$ cat src/rtl/mips_ctrl_pkg.sv
// Shared types and encodings for the multicycle MIPS main-control FSM.
package mips_ctrl_pkg;

  typedef enum logic [3:0] {
    FETCH, DECODE, MEMADR, MEMRD, MEMWB, MEMWR,
    RTYPEEX, ALUWB, ITYPEEX, IMMWB, BEQEX, BGTZEX, JEX
  } statetype;

  localparam logic [5:0] OP_LW    = 6'b100011;
  localparam logic [5:0] OP_SW    = 6'b101011;
  localparam logic [5:0] OP_RTYPE = 6'b000000;
  localparam logic [5:0] OP_BEQ   = 6'b000100;
  localparam logic [5:0] OP_BGTZ  = 6'b011101;
  localparam logic [5:0] OP_ADDI  = 6'b001000;
  localparam logic [5:0] OP_XORI  = 6'b001110;
  localparam logic [5:0] OP_LUI   = 6'b001111;
  localparam logic [5:0] OP_LI    = 6'b010001;
  localparam logic [5:0] OP_J     = 6'b000010;

  localparam logic [1:0] ALUOP_ADD   = 2'b00;
  localparam logic [1:0] ALUOP_SUB   = 2'b01;
  localparam logic [1:0] ALUOP_FUNCT = 2'b10;
  localparam logic [1:0] ALUOP_ITYPE = 2'b11;

  localparam logic [1:0] SRCB_RT    = 2'b00;
  localparam logic [1:0] SRCB_FOUR  = 2'b01;
  localparam logic [1:0] SRCB_IMM   = 2'b10;
  localparam logic [1:0] SRCB_IMMSH = 2'b11;

  localparam logic [1:0] PCSRC_ALU    = 2'b00;
  localparam logic [1:0] PCSRC_ALUOUT = 2'b01;
  localparam logic [1:0] PCSRC_JUMP   = 2'b10;

endpackage

$ cat src/rtl/mem_wait_timer.sv
// Saturating wait counter for memory handshakes; expired when TIMEOUT cycles have elapsed.
module mem_wait_timer #(
  parameter int unsigned TIMEOUT = 255,
  parameter int unsigned TW      = $clog2(TIMEOUT + 1)
) (
  input  logic clk,
  input  logic reset,
  input  logic clr,
  input  logic waiting,
  output logic expired
);

  localparam logic [TW-1:0] LIMIT = TW'(TIMEOUT);

  logic [TW-1:0] cnt;

  always_ff @(posedge clk) begin
    if (reset || clr)
      cnt <= '0;
    else if (waiting && cnt != LIMIT)
      cnt <= cnt + 1'b1;
  end

  assign expired = (cnt == LIMIT);

endmodule

$ cat src/rtl/mc_controller.sv
// Multicycle main-control FSM: sequences fetch/decode/execute/memory/writeback
// and handshakes with a variable-latency memory under a wait watchdog.
module mc_controller
  import mips_ctrl_pkg::*;
#(
  parameter int unsigned TIMEOUT = 255
) (
  input  logic       clk,
  input  logic       reset,
  input  logic [5:0] op,
  input  logic       memready,
  output logic       memreq,
  output logic       memwrite,
  output logic       iord,
  output logic       irwrite,
  output logic       pcwrite,
  output logic       branch,
  output logic       branchgt,
  output logic       regdst,
  output logic       memtoreg,
  output logic       regwrite,
  output logic       alusrca,
  output logic [1:0] alusrcb,
  output logic [1:0] pcsrc,
  output logic [1:0] aluop,
  output logic       illegal,
  output logic       memerr
);

  localparam int unsigned TW = $clog2(TIMEOUT + 1);

  statetype state;
  logic     inmem, waiting, expired, timeout;

  assign inmem   = (state == FETCH) || (state == MEMRD) || (state == MEMWR);
  assign waiting = inmem && !memready;
  assign timeout = waiting && expired;

  // Clearing whenever the FSM is not about to stay in the same memory state
  // gives a zero count on entry to every memory state, including FETCH->FETCH after a timeout.
  mem_wait_timer #(
    .TIMEOUT (TIMEOUT),
    .TW      (TW)
  ) u_timer (
    .clk     (clk),
    .reset   (reset),
    .clr     (!waiting || timeout),
    .waiting (waiting),
    .expired (expired)
  );

  always_ff @(posedge clk) begin
    if (reset) begin
      state <= FETCH;
    end else begin
      case (state)
        FETCH:   if (memready) state <= DECODE;
        DECODE: begin
          case (op)
            OP_LW, OP_SW:                    state <= MEMADR;
            OP_RTYPE:                        state <= RTYPEEX;
            OP_BEQ:                          state <= BEQEX;
            OP_BGTZ:                         state <= BGTZEX;
            OP_ADDI, OP_XORI, OP_LUI, OP_LI: state <= ITYPEEX;
            OP_J:                            state <= JEX;
            default:                         state <= FETCH;
          endcase
        end
        MEMADR:  state <= (op == OP_SW) ? MEMWR : MEMRD;
        MEMRD: begin
          if (memready)     state <= MEMWB;
          else if (timeout) state <= FETCH;
        end
        MEMWR:   if (memready || timeout) state <= FETCH;
        RTYPEEX: state <= ALUWB;
        ITYPEEX: state <= IMMWB;
        default: state <= FETCH;
      endcase
    end
  end

  always_comb begin
    memreq   = 1'b0;
    memwrite = 1'b0;
    iord     = 1'b0;
    irwrite  = 1'b0;
    pcwrite  = 1'b0;
    branch   = 1'b0;
    branchgt = 1'b0;
    regdst   = 1'b0;
    memtoreg = 1'b0;
    regwrite = 1'b0;
    alusrca  = 1'b0;
    alusrcb  = SRCB_RT;
    pcsrc    = PCSRC_ALU;
    aluop    = ALUOP_ADD;
    illegal  = 1'b0;
    memerr   = 1'b0;
    if (!reset) begin
      memerr = timeout;
      case (state)
        FETCH: begin
          memreq  = 1'b1;
          alusrcb = SRCB_FOUR;
          irwrite = memready;
          pcwrite = memready;
        end
        DECODE: begin
          alusrcb = SRCB_IMMSH;
          illegal = !(op inside {OP_LW, OP_SW, OP_RTYPE, OP_BEQ, OP_BGTZ,
                                 OP_ADDI, OP_XORI, OP_LUI, OP_LI, OP_J});
        end
        MEMADR: begin
          alusrca = 1'b1;
          alusrcb = SRCB_IMM;
        end
        MEMRD: begin
          memreq = 1'b1;
          iord   = 1'b1;
        end
        MEMWB: begin
          memtoreg = 1'b1;
          regwrite = 1'b1;
        end
        MEMWR: begin
          memreq   = 1'b1;
          memwrite = 1'b1;
          iord     = 1'b1;
        end
        RTYPEEX: begin
          alusrca = 1'b1;
          aluop   = ALUOP_FUNCT;
        end
        ALUWB: begin
          regdst   = 1'b1;
          regwrite = 1'b1;
        end
        ITYPEEX: begin
          alusrca = 1'b1;
          alusrcb = SRCB_IMM;
          aluop   = (op == OP_ADDI) ? ALUOP_ADD : ALUOP_ITYPE;
        end
        IMMWB:   regwrite = 1'b1;
        BEQEX: begin
          alusrca = 1'b1;
          aluop   = ALUOP_SUB;
          pcsrc   = PCSRC_ALUOUT;
          branch  = 1'b1;
        end
        BGTZEX: begin
          alusrca  = 1'b1;
          aluop    = ALUOP_ITYPE;
          pcsrc    = PCSRC_ALUOUT;
          branchgt = 1'b1;
        end
        JEX: begin
          pcsrc   = PCSRC_JUMP;
          pcwrite = 1'b1;
        end
        default: ;
      endcase
    end
  end

endmodule

$ cat config.mk
export PLATFORM = sky130hd
export DESIGN_NAME = mc_controller
export DESIGN_NICKNAME = d
export VERILOG_FILES = /design/src/rtl/mips_ctrl_pkg.sv /design/src/rtl/mem_wait_timer.sv /design/src/rtl/mc_controller.sv
export SDC_FILE = /design/constraint.sdc
export NUM_CORES = 1
export LEC_CHECK = 0
export ABC_AREA = 1
export BUFFER_PORTS_ARGS = -buffer_cell sky130_fd_sc_hd__buf_2
export CELL_PAD_IN_SITES_DETAIL_PLACEMENT = 0
export CELL_PAD_IN_SITES_GLOBAL_PLACEMENT = 2
export CORE_MARGIN = 10
export CORE_UTILIZATION = 25
export CTS_CLUSTER_SIZE = 25
export DETAILED_ROUTE_END_ITERATION = 8
export GPL_TIMING_DRIVEN = 0
export PLACE_DENSITY_LB_ADDON = 0.08
export RECOVER_POWER = 25
export SLEW_MARGIN = 20
export SYNTH_ARGS = -nofsm -noshare
export SYNTH_HDL_FRONTEND = slang
export SYNTH_SLANG_ARGS = --single-unit
$ cat constraint.sdc
create_clock -name clk -period 1.7 [get_ports clk]
set_input_delay 0.085 -clock clk [delete_from_list [all_inputs] [get_ports clk]]
set_output_delay 0.085 -clock clk [all_outputs]
set_load 0.01 [all_outputs]
## Yosys cells after proc, flatten, opt, wreduce, memory -nomap -nowiden

Cells that the tools add are included.

| storage, ports and cells | value |
|---|---|
| flip-flop bits (word level) | 12 |
| input bits | 9 |
| logic and storage cells | 91 |

| operators by class | value |
|---|---|
| mux-type cells | 39 |
| reduce and logical (&&, ||, !) cells | 23 |
| eq/ne operators | 26 |
| add/sub/neg operators | 1 |

Operators with widths:

| cell | count |
|---|---|
| $pmux 4 s7 | 1 |
| $mux 1 | 24 |
| $pmux 4 s6 | 1 |
| $eq 4x4->1 const B | 5 |
| $eq 6x4->1 const B | 3 |
| $eq 4x3->1 const B | 4 |
| $mux 4 | 4 |
| $eq 6x5->1 const B | 2 |
| $eq 6x6->1 const B | 2 |
| $reduce_bool 10->1 | 1 |
| $add 8x1->8 const B | 1 |
| $eq 4x2->1 const B | 2 |
| $eq 8x8->1 const B | 1 |
| $mux 2 | 4 |
| $ne 8x8->1 const B | 1 |
| $pmux 2 s4 | 1 |
| $reduce_or 2->1 | 4 |
| $eq 6x2->1 const B | 1 |
| $eq 6x3->1 const B | 1 |
| $logic_not 6->1 | 1 |
| $pmux 2 s3 | 1 |
| $reduce_or 3->1 | 2 |
| $logic_or 1x1->1 | 5 |
| $reduce_or 5->1 | 1 |
| 12 further kinds | 16 |

## Longest topological paths before layout

Gate-level depths: netlist of run 1.

| logic depth | value |
|---|---|
| depth in word-level cells | 8 |
| depth in mapped cells | 9 |
| gate-level depth less buffers | 9 |

## Modules after synthesis

Synthesis of run 1 repeated with hierarchy kept, for this count alone.

| unflattened totals | value |
|---|---|
| cell total of the unflattened synthesis | 206 |
| area, all modules | 1,197.4 sq um |

By module, submodules not included:

| module | seq. area each (sq um) | cells an instance | instances | area each (sq um) |
|---|---|---|---|---|
| mc_controller | 80.1 | 134 | 1 | 740.7 |
| mem_wait_timer | 160.2 | 72 | 1 | 456.7 |

## Worst setup path before layout of run 1

Ideal clock, no wire load.

| timing | value |
|---|---|
| kind | flip-flop to output port |
| start | register state[3] |
| end | output port illegal |
| arrival time | 1.305 ns |
| stages on the path, launching flop included | 6 |
| path buffers | 0 |
| setup slack | 0.310 ns |
| data required time | 1.615 ns |
| cells stage by stage | dfxtp_1 -> nor2_2 -> inv_1 -> nor3_1 -> nand2_1 -> nor3_1 |

| between the ends | value |
|---|---|
| longest elaborated chain between the ends | 3 |

RTL lines:

| element | line | RTL |
|---|---|---|
| from (decl) | mc_controller.sv:32 | `statetype state;` |
| from (signal assigned) | mc_controller.sv:69 | `MEMADR: state <= (op == OP_SW) ? MEMWR : MEMRD;` |
| $eq 4x1->1 | mc_controller.sv:101 | `case (state)` |
| $mux 1 | mc_controller.sv:101 |  |
| $mux 1 | mc_controller.sv:99 | `if (!reset) begin` |
| to (decl) | mc_controller.sv:26 | `output logic illegal,` |

Every way passes these cells.

## Final worst setup path of run 1

Same ends and word-level chain as after synthesis.

==> impl_summary.md, run 1 <==
Power and ir drop
The worst ir drop on vdd is approximately 0.31 mV. The power density over the cells is about 640 nW/um^2. The leakage dissipation is 0.0006193 uW.

Clock network
The clock buffer count from CTS is 3. Clock-pin slew was measured on the worst setup and hold paths at 50 ps. The count of hold buffers inserted by post-cts repair is 0. The number of buffers between clock root and the deepest sink is 2. The tree built by TritonCTS fans out to 12 sinks. TritonCTS built the clock tree. The clock tree root buffer cell is sky130_fd_sc_hd__clkbuf_8. In this run the number of H-tree levels came out at 1. The clock reaches the later pin of the worst-skew pair after between 200 and 250 ps.

The number of setup buffers added after CTS is 0.

Cells and area
The final antenna diode count is 0. The share of layout cells above drive strength 1 is 24.14%. The post-synthesis to final-layout area growth is 27.81%. The fill cell instance count of the final layout is 450. The post-layout net count is 214.

After routing the design area is roughly 1300 um^2. The post-route non-filler standard cell count is roughly 250.

Synth
For this run, the leading register cell type out of synthesis is sky130_fd_sc_hd__dfxtp_1. The area share of the largest cell type after synthesis is roughly 24%. For this run, the number of Yosys warnings is 0. Counting distinct cell types in the post-synthesis netlist gives 25. The commonest cells after synthesis are sky130_fd_sc_hd__nor2_1 (41), sky130_fd_sc_hd__nand2_1 (36), sky130_fd_sc_hd__inv_1 (26). The number of nets handed over by synthesis was 183.

After synthesis the cells add up to 989.7 um^2. The synthesized design spends more area on one cell type than any other, namely sky130_fd_sc_hd__dfxtp_1. The post-synthesis cell count is 173.

The synthesis-stage register bit count is 12. Among all cell types in the netlist, the one instantiated most often is sky130_fd_sc_hd__nor2_1. The post-synthesis average cell area is 5.721 um^2.

The share of the Yosys chip area taken by registers is between 20 and 25%. After synthesis, the cell types taking the most area are sky130_fd_sc_hd__dfxtp_1 (24%), sky130_fd_sc_hd__nor2_1 (16%), sky130_fd_sc_hd__nand2_1 (14%). The number of enable flip-flop cells after synthesis is 0. After synthesis, the share of flip-flops with an asynchronous set or reset is 0%.

STA
Dividing the final minimum period by the clock period gives 90.05%. The post-route setup TNS is 0 ps. The maximum achievable frequency is approximately 650 MHz. Counting I/O delays and the setup requirement, the final critical path takes ~1500 ps. The final setup violation count is 0. The clock skew after layout is 2.471 ps. The number of max-slew violations in the final report is 0. The number of failing hold endpoints at the final stage is 0. At the pin with the least slew margin, the transition time is 553.3 ps. Setup repair after global routing left no endpoint under its margin. Headroom to the max-slew limit came out at 63.12%.

Run
The number of maximum-capacitance constraint violations is 0.

Global route
The met3 routing resource usage after global routing is 2.930%. The global routing usage on met1 is 9.569%. The total overflow left after global routing is 0. Entering global routing, the biggest net connects 11 pins.

For this run, global-route usage on met2 was measured as around an eighth. The number of antenna violations at the first check in global routing is 0. Global routing used under 10% of the available tracks across all layers. The most congested layer reported by global routing is met2. The number of global-route vias before repair is 1020. The first global-routing pass estimated 4.685 mm of wire.

Critical path
The sort of element at the start of the critical path is a flip-flop. The peak fanout along the critical path is 5. The setup path with the least slack is of type flip-flop to output pin. STA puts the critical path data required time at 1620 ps. Data arrives at the worst endpoint at 1450 ps. The type of element capturing the critical path is an output pin.

Placed design
The number of cells in the design after placement is 247. The placed instances occupy a cell area of 1180 um^2. The number of input and output port buffers inserted is 26. The final weighted congestion in routability-driven placement is 0.7627. Detailed placement ended at an HPWL of 2.336 mm.

Routing
For this block, the initial DRC count from the detailed router was 57. After detailed routing, the number of vias per cell comes to 4.410. The count of TritonRoute iterations in the first routing pass is 4.

The DRC violation count after routing is 0. The vias after detailed routing is about 1100. Dividing the detail-routed wire length by the instance count gives 11.16 um. The total wirelength of the detailed-routed design is approximately 2.8 mm. In this run the remaining antenna-violating nets after routing total 0.

Die
The placeable core area is between 3000 and 4000 um^2. In this run the count of I/O pins placed on the die edge is 28. Row generation in the floorplan step produced 22 rows. The floorplan step set the die height to 82.92 um.

The floorplan step defined a die boundary enclosing 6876 um^2. In this run the horizontal extent of the chip is 82.92 um. The initial utilization of the core area, before any placement, comes to between 20% and 30%.

Run status
The run finished with clean final reports.

Hold path
The tightest min-delay check is of the primary input to flip-flop type.
-- sequential cells by signal (all words and copies together) (netlist names) --
| register | flops |
|---|---|
| state | 4 |
| u_timer.cnt | 8 |
-- power by group --
group	internal, uW	switching, uW
Combinational	63.4	123
Clock	205	106
Sequential	291	15.7
Total	559	245
-- area by class of cell --
type / count / area [um^2] / area share [%]
Buffer: 2 / 7.507 / 0.5935
Multi-Input combinational cell: 130 / 656.9 / 51.93
Clock buffer: 4 / 55.05 / 4.352
Tap cell: 48 / 60.06 / 4.748
Timing Repair Buffer: 26 / 126.4 / 9.990
Inverter: 29 / 108.9 / 8.605
Sequential cell: 12 / 250.2 / 19.78
-- placed cells by master (no fill, tap or decap), types with 4 or more instances in the layout --
master	count
sky130_fd_sc_hd__nor2_4	4
sky130_fd_sc_hd__nand3_1	17
sky130_fd_sc_hd__buf_2	23
sky130_fd_sc_hd__nor2_1	39
sky130_fd_sc_hd__dfxtp_1	8
sky130_fd_sc_hd__inv_1	26
sky130_fd_sc_hd__nand4_1	5
sky130_fd_sc_hd__clkbuf_1	5
sky130_fd_sc_hd__clkbuf_8	4
sky130_fd_sc_hd__nand2_1	34
sky130_fd_sc_hd__o21ai_0	5
sky130_fd_sc_hd__a21oi_1	6
-- logic make-up (layout without fill, tap and decap cells) --
| kind of cell | count (synthesis) | in the layout | share of synthesized area, % |
|---|---|---|---|
| and+or+nand+nor | 109 | 109 | 49.31 |
| buffers and inverters | 31 | 61 | 11.76 |
| AOI/OAI and AO/OA | 16 | 16 | 9.861 |
| DFF | 12 | 12 | 24.27 |
| xor gates and xnor gates | 4 | 4 | 3.540 |
| adders and majority gates | 1 | 1 | 1.264 |
-- critical path: stages, from the launching register on --
cell and delay [ps]:
sky130_fd_sc_hd__dfxtp_2 340, sky130_fd_sc_hd__nor2_2 200, sky130_fd_sc_hd__inv_1 120, sky130_fd_sc_hd__nor3_2 150
sky130_fd_sc_hd__nand2_1 70, sky130_fd_sc_hd__nor3_1 160, sky130_fd_sc_hd__buf_2 160
-- metal layers --
metal | wire [um] | vias up
met5 | 0 | -
met4 | 25 | 0
met3 | 124 | 4
met2 | 1265 | 20
met1 | 1386 | 479
li1 | - | 604
-- stage by stage --
step / power (uW) / setup slack, ps / hold slack [ps] / util (%)
floorplan: 432.5 / 309.7 / 289.8 / -
global placement: 496.5 / 213.0 / 429.8 / 31.52
detailed placement: 495.6 / 220.0 / 443.9 / 31.52
CTS: 818.6 / 8.884 / 242.6 / 33.19
global route: 866.2 / 25.23 / 255.6 / 33.79
finish: 804.0 / 169.2 / 217.8 / 33.79
-- timing repair --
action,in CTS,in global routing
pin swaps,0,1
setup endpoints to repair,1,6
gates resized for setup,2,13
-- final timing paths --
| kind | to | startpoint | slack (ps) | cells after the start |
|---|---|---|---|---|
| hold reg to reg | u_timer.cnt[0]$_SDFFE_PP0P_ | u_timer.cnt[0]$_SDFFE_PP0P_ | 460 | 1 |
| hold / removal | u_timer.cnt[6]$_SDFFE_PP0P_ | memready | 220 | 4 |
| setup reg to reg | u_timer.cnt[7]$_SDFFE_PP0P_ | state[3]$_SDFFE_PP0P_ | 280 | 5 |
| setup / recovery | illegal | state[3]$_SDFFE_PP0P_ | 170 | 6 |
(Power assumes the default switching activity.)
==> run 2, diff against run 1 <==
- CORE_UTILIZATION: 25 -> 27
- SYNTH_HIERARCHICAL: not set -> 1
==> run 2 against run 1 <==
  * Clock power about the same
  * Largest cell class unchanged
  * Via count increased by 27%
  * Wire length increased by 35%
  * First-iteration DRC count decreased by 19%
  * Sequential share of layout area decreased by 4.9 points
  * Hold slack got worse by 63 ps
  * Setup slack got worse by 85 ps
  * Maximum frequency decreased by 5.3%
  * Critical path type unchanged
  * Clock skew decreased by 1.1 ps
  * Critical endpoint is now aluop[1]
  * Global-route usage increased by 2.1 points
  * Power increased by 18%
  * Non-clock buffer count increased by 24
==> impl_summary.md, run 2 <==
Cells and area
The flip-flop count of the largest register, all copies and words added is 8 (unchanged). The register area is 257.7 um^2 (was 250.2 um^2). The post-layout net count is 268 (was 214). The fill cell instance count of the final layout is 503 (was 450). The post-route cell area is 1727 um^2 (was 1265 um^2). The leading cell type in the layout, fill and taps excluded is sky130_fd_sc_hd__nand2_1 (was sky130_fd_sc_hd__nor2_1). The final antenna diode count came to 0 (unchanged). The post-synthesis to final-layout area growth is 44.20% (was 27.81%). The share of layout cells above drive strength 1 is 42.41% (was 24.14%). Commonest cells after routing, fill and taps aside: sky130_fd_sc_hd__nand2_1 (37), sky130_fd_sc_hd__nor2_1 (35), sky130_fd_sc_hd__buf_2 (28) (was sky130_fd_sc_hd__nor2_1 (39), sky130_fd_sc_hd__nand2_1 (34), sky130_fd_sc_hd__inv_1 (26)). Top flop regs: u_timer/cnt: 8 flops, state: 4 flops (was u_timer.cnt: 8 flops, state: 4 flops).

The total area of multi-input combinational cells is 874.6 um^2 (was 656.9 um^2). The register bank with the most flops is u_timer/cnt (was u_timer.cnt).

STA
The final setup violation count came to 0 (unchanged). The clock skew after layout is 1.412 ps (was 2.471 ps). The number of failing hold endpoints at the final stage is 0 (unchanged).

Setup repair after global routing missed its margin: yes (was no). The worst hold slack after final layout is 155.0 ps (was 217.8 ps). The slew of the pin with the lowest slew margin is 435.9 ps (was 553.3 ps). The post-route setup TNS came to 0 ps (unchanged). The share of the cycle needed by the critical path after routing is 95.05% (was 90.05%).

The minimum setup slack in the final design is 84.12 ps (was 169.2 ps). The worst slew margin relative to its limit came to 70.94% (was 63.12%). The maximum achievable frequency is 618.9 MHz (was 653.3 MHz). The clock period minus worst slack came to 1616 ps (was 1531 ps). The number of max-slew violations in the final report is 0 (unchanged).

Routing
The vias after detailed routing is 1406 (was 1107). The DRC violation count after routing was 0 (unchanged). The count of TritonRoute iterations in the first routing pass came to 4 (unchanged). The count of antenna-violating nets left after detailed routing was 0 (unchanged). The total wirelength of the detailed-routed design is 3.775 mm (was 2.802 mm).

The mean number of vias per cell is 4.550 (was 4.410). The initial detailed-routing violation count was 46 (was 57). The average detailed-routed wire length per instance is 12.22 um (was 11.16 um).

Placed design
The sum of net half-perimeters after detailed placement came to 2.849 mm (was 2.336 mm). The number of input and output port buffers inserted was 27 (was 26). The post-detailed-placement cell area came to 1398 um^2 (was 1180 um^2). The post-placement setup slack came to -238.3 ps (was 220.0 ps). The final weighted congestion in routability-driven placement is 0.7445 (was 0.7627).

Synth
The area share of the largest cell type after synthesis was 20.06% (was 24.27%). The synthesis-stage register bit count was 12 (unchanged). The area of the mapped netlist is 1197 um^2 (was 989.7 um^2). The number of nets in the synthesized netlist is 216 (was 183). The count of different cell masters after synthesis is 27 (was 25).

The yosys synthesis warning count came to 6 (was 0). Largest cells by area after synthesis: sky130_fd_sc_hd__dfxtp_1 (20%), sky130_fd_sc_hd__nand2_1 (13%), sky130_fd_sc_hd__nor2_1 (12%) (was sky130_fd_sc_hd__dfxtp_1 (24%), sky130_fd_sc_hd__nor2_1 (16%), sky130_fd_sc_hd__nand2_1 (14%)). The number of enable flip-flop cells after synthesis is 0 (unchanged). The sequential cell area fraction in the yosys report came to 20.06% (was 24.27%).

The cell type with the highest aggregate area in the netlist is sky130_fd_sc_hd__dfxtp_1 (unchanged). The share of async-settable or async-resettable flops after synthesis is 0% (unchanged). Cell types with the highest counts after synthesis: sky130_fd_sc_hd__nand2_1 (41), sky130_fd_sc_hd__nor2_1 (38), sky130_fd_sc_hd__inv_1 (25) (was sky130_fd_sc_hd__nor2_1 (41), sky130_fd_sc_hd__nand2_1 (36), sky130_fd_sc_hd__inv_1 (26)). The post-synthesis average cell area came to 5.813 um^2 (was 5.721 um^2). The leading register cell type out of synthesis is sky130_fd_sc_hd__dfxtp_1 (unchanged). The cell with the most instances after synthesis is sky130_fd_sc_hd__nand2_1 (was sky130_fd_sc_hd__nor2_1).

The post-synthesis cell count was 206 (was 173).

Die
The I/O pin count came to 28 (unchanged). The die area was 7499 um^2 (was 6876 um^2). The initial standard-cell utilization of the core came to 27.69% (was 26.44%). The die span in x is 86.60 um (was 82.92 um). The placeable core area was 4324 um^2 (was 3744 um^2).

The chip height was 86.60 um (was 82.92 um). The number of standard-cell rows in the floorplan came to 24 (was 22).

Run
The number of maximum-capacitance constraint violations is 0 (unchanged).

Global route
The global-route wire length before repair was 6.272 mm (was 4.685 mm). The number of antenna violations at the first check in global routing is 0 (unchanged). The global-route usage over all layers is 9.887% (was 7.808%). The number of global-route vias before repair came to 1334 (was 1020).

The global-route congestion overflow total is 0 (unchanged). The pin count of the biggest net entering global routing is 11 (unchanged).

Critical path
The type of the worst setup path is flip-flop to output pin (unchanged). The sort of element at the start of the critical path is a flip-flop (unchanged). The data arrival time of the critical path was 1530 ps (was 1450 ps). The type of element capturing the critical path is an output pin (unchanged). The stage delay of the slowest cell on the critical path is 310 ps (was 340 ps).

The launching element of the worst setup path is state[0]$_SDFFE_PP0P_ (was state[3]$_SDFFE_PP0P_). The register-to-register setup slack was 100 ps (was 280 ps). The startpoint of the most critical register-to-register path is state[3]$_SDFFE_PP0P_ (unchanged). The data required time of the worst path is 1620 ps (about the same). Chain of cells forming the critical path: buf_6 > nor2_4 > buf_4 > nand2_4 > a31oi_4 > nor2_1 > a21oi_2 > buf_2 (was nor2_2 > inv_1 > nor3_2 > nand2_1 > nor3_1 > buf_2).

The slowest cell on the critical path is sky130_fd_sc_hd__dfxtp_2 (unchanged). The last element of the critical path is aluop[1] (was illegal). The number of cells on the worst reg-to-reg path is 12 (was 5).

The peak fanout along the critical path came to 5 (unchanged). The worst reg2reg path endpoint is u_timer/cnt[6]$_SDFFE_PP0P_ (was u_timer.cnt[7]$_SDFFE_PP0P_).

Clock network
The clock tree root buffer cell was sky130_fd_sc_hd__clkbuf_8 (unchanged). The clock buffer count from CTS is 3 (unchanged). The deepest level of the CTS H-tree is 1 (unchanged).

The latest clock arrival within the worst-skew pair is 240 ps (about the same). The clock input transition at the sequential cells of the worst setup and hold paths is 50 ps (about the same). The clock tree from TritonCTS was built (unchanged). The number of buffers between clock root and the deepest sink is 2 (unchanged).

The clock sink count is 12 (unchanged).

Power and ir drop
The power density over the cells is 551.5 nW/um^2 (was 635.6 nW/um^2). The worst ir drop on vdd is 0.2484 mV (was 0.3121 mV). The leakage dissipation is 0.0008674 uW (was 0.0006193 uW).

Run status
Outcome: finished, final reports clean (unchanged).

Hold path
The path class of the lowest-slack min-delay path is primary input to flip-flop (unchanged).
==> run 2: per-layer routing <==
metal  GRT usage (%)  wire length [um]  part of all wire [%]
met2           15.57              1751                    46
met1           12.70              1802                    48
met3           3.565               213                   5.6
met4           1.767                 8                  0.21
met5               0                 0                     0
==> run 2: worst max-delay path: cells and delay by family (launching register included) <==
family / cells / cell delay, ps
DFF: 1 / 310
AOI/OAI and AO/OA: 2 / 260
buffers and inverters: 3 / 420
and+or+nand+nor: 3 / 290
==> run 2: how the worst min path moves through the flow <==
| stage | start | to | slack [ps] | cells past startpoint |
|---|---|---|---|---|
| detailed placement | reset | u_timer/cnt[2]$_SDFFE_PP0P_ | 370 | 4 |
| global placement | reset | u_timer/cnt[2]$_SDFFE_PP0P_ | 370 | 4 |
| global route | reset | u_timer/cnt[2]$_SDFFE_PP0P_ | 200 | 4 |
| finish | reset | u_timer/cnt[2]$_SDFFE_PP0P_ | 150 | 4 |
| floorplan | reset | u_timer/cnt[2]$_SDFFE_PP0P_ | 240 | 3 |
| CTS | reset | u_timer/cnt[2]$_SDFFE_PP0P_ | 140 | 4 |
==> run 2: timing repair <==
item | in CTS | in global routing
pin swaps | 7 | 12
hold buffers | 0 | 0
setup buffers | 10 | 11
resized for setup | 15 | 24
endpoints found under the setup margin | 8 | 11
==> run 2: logic make-up after synthesis <==
kind of cell | Yosys count | synth area share, %
buf+inv | 41 | 14.31
compound gates | 23 | 11.08
fa+ha+maj | 1 | 1.045
simple gates | 129 | 53.50
flops | 12 | 20.06
==> run 2: power breakdown <==
part	internal (uW)	leakage, uW	total (uW)	switching [uW]
registers	287	0.000101	297	10.4
clock network	205	0.0000288	313	109
logic	155	0.000738	342	187
total	646	0.000867	952	306
==> run 2: final cells by class <==
cell class	count	share of cell area (%)
Multi-Input combinational cell	153	50.65
Timing Repair Buffer	47	16.96
Sequential cell	12	14.93
Inverter	36	8.043
Tap cell	52	3.768
Clock buffer	4	3.188
Buffer	5	2.464
==> run 2: through the flow <==
| stage | std cells | utilization [%] | power, uW |
|---|---|---|---|
| 3_3_place_gp | 285 | 32.32 | 536.0 |
| 6_report | 309 | 39.93 | 952.2 |
| 4_1_cts | 299 | 36.34 | 911.6 |
| 2_1_floorplan | 206 | - | 470.4 |
| 5_1_grt | 309 | 39.93 | 1017 |
| 3_5_place_dp | 285 | 32.32 | 537.9 |
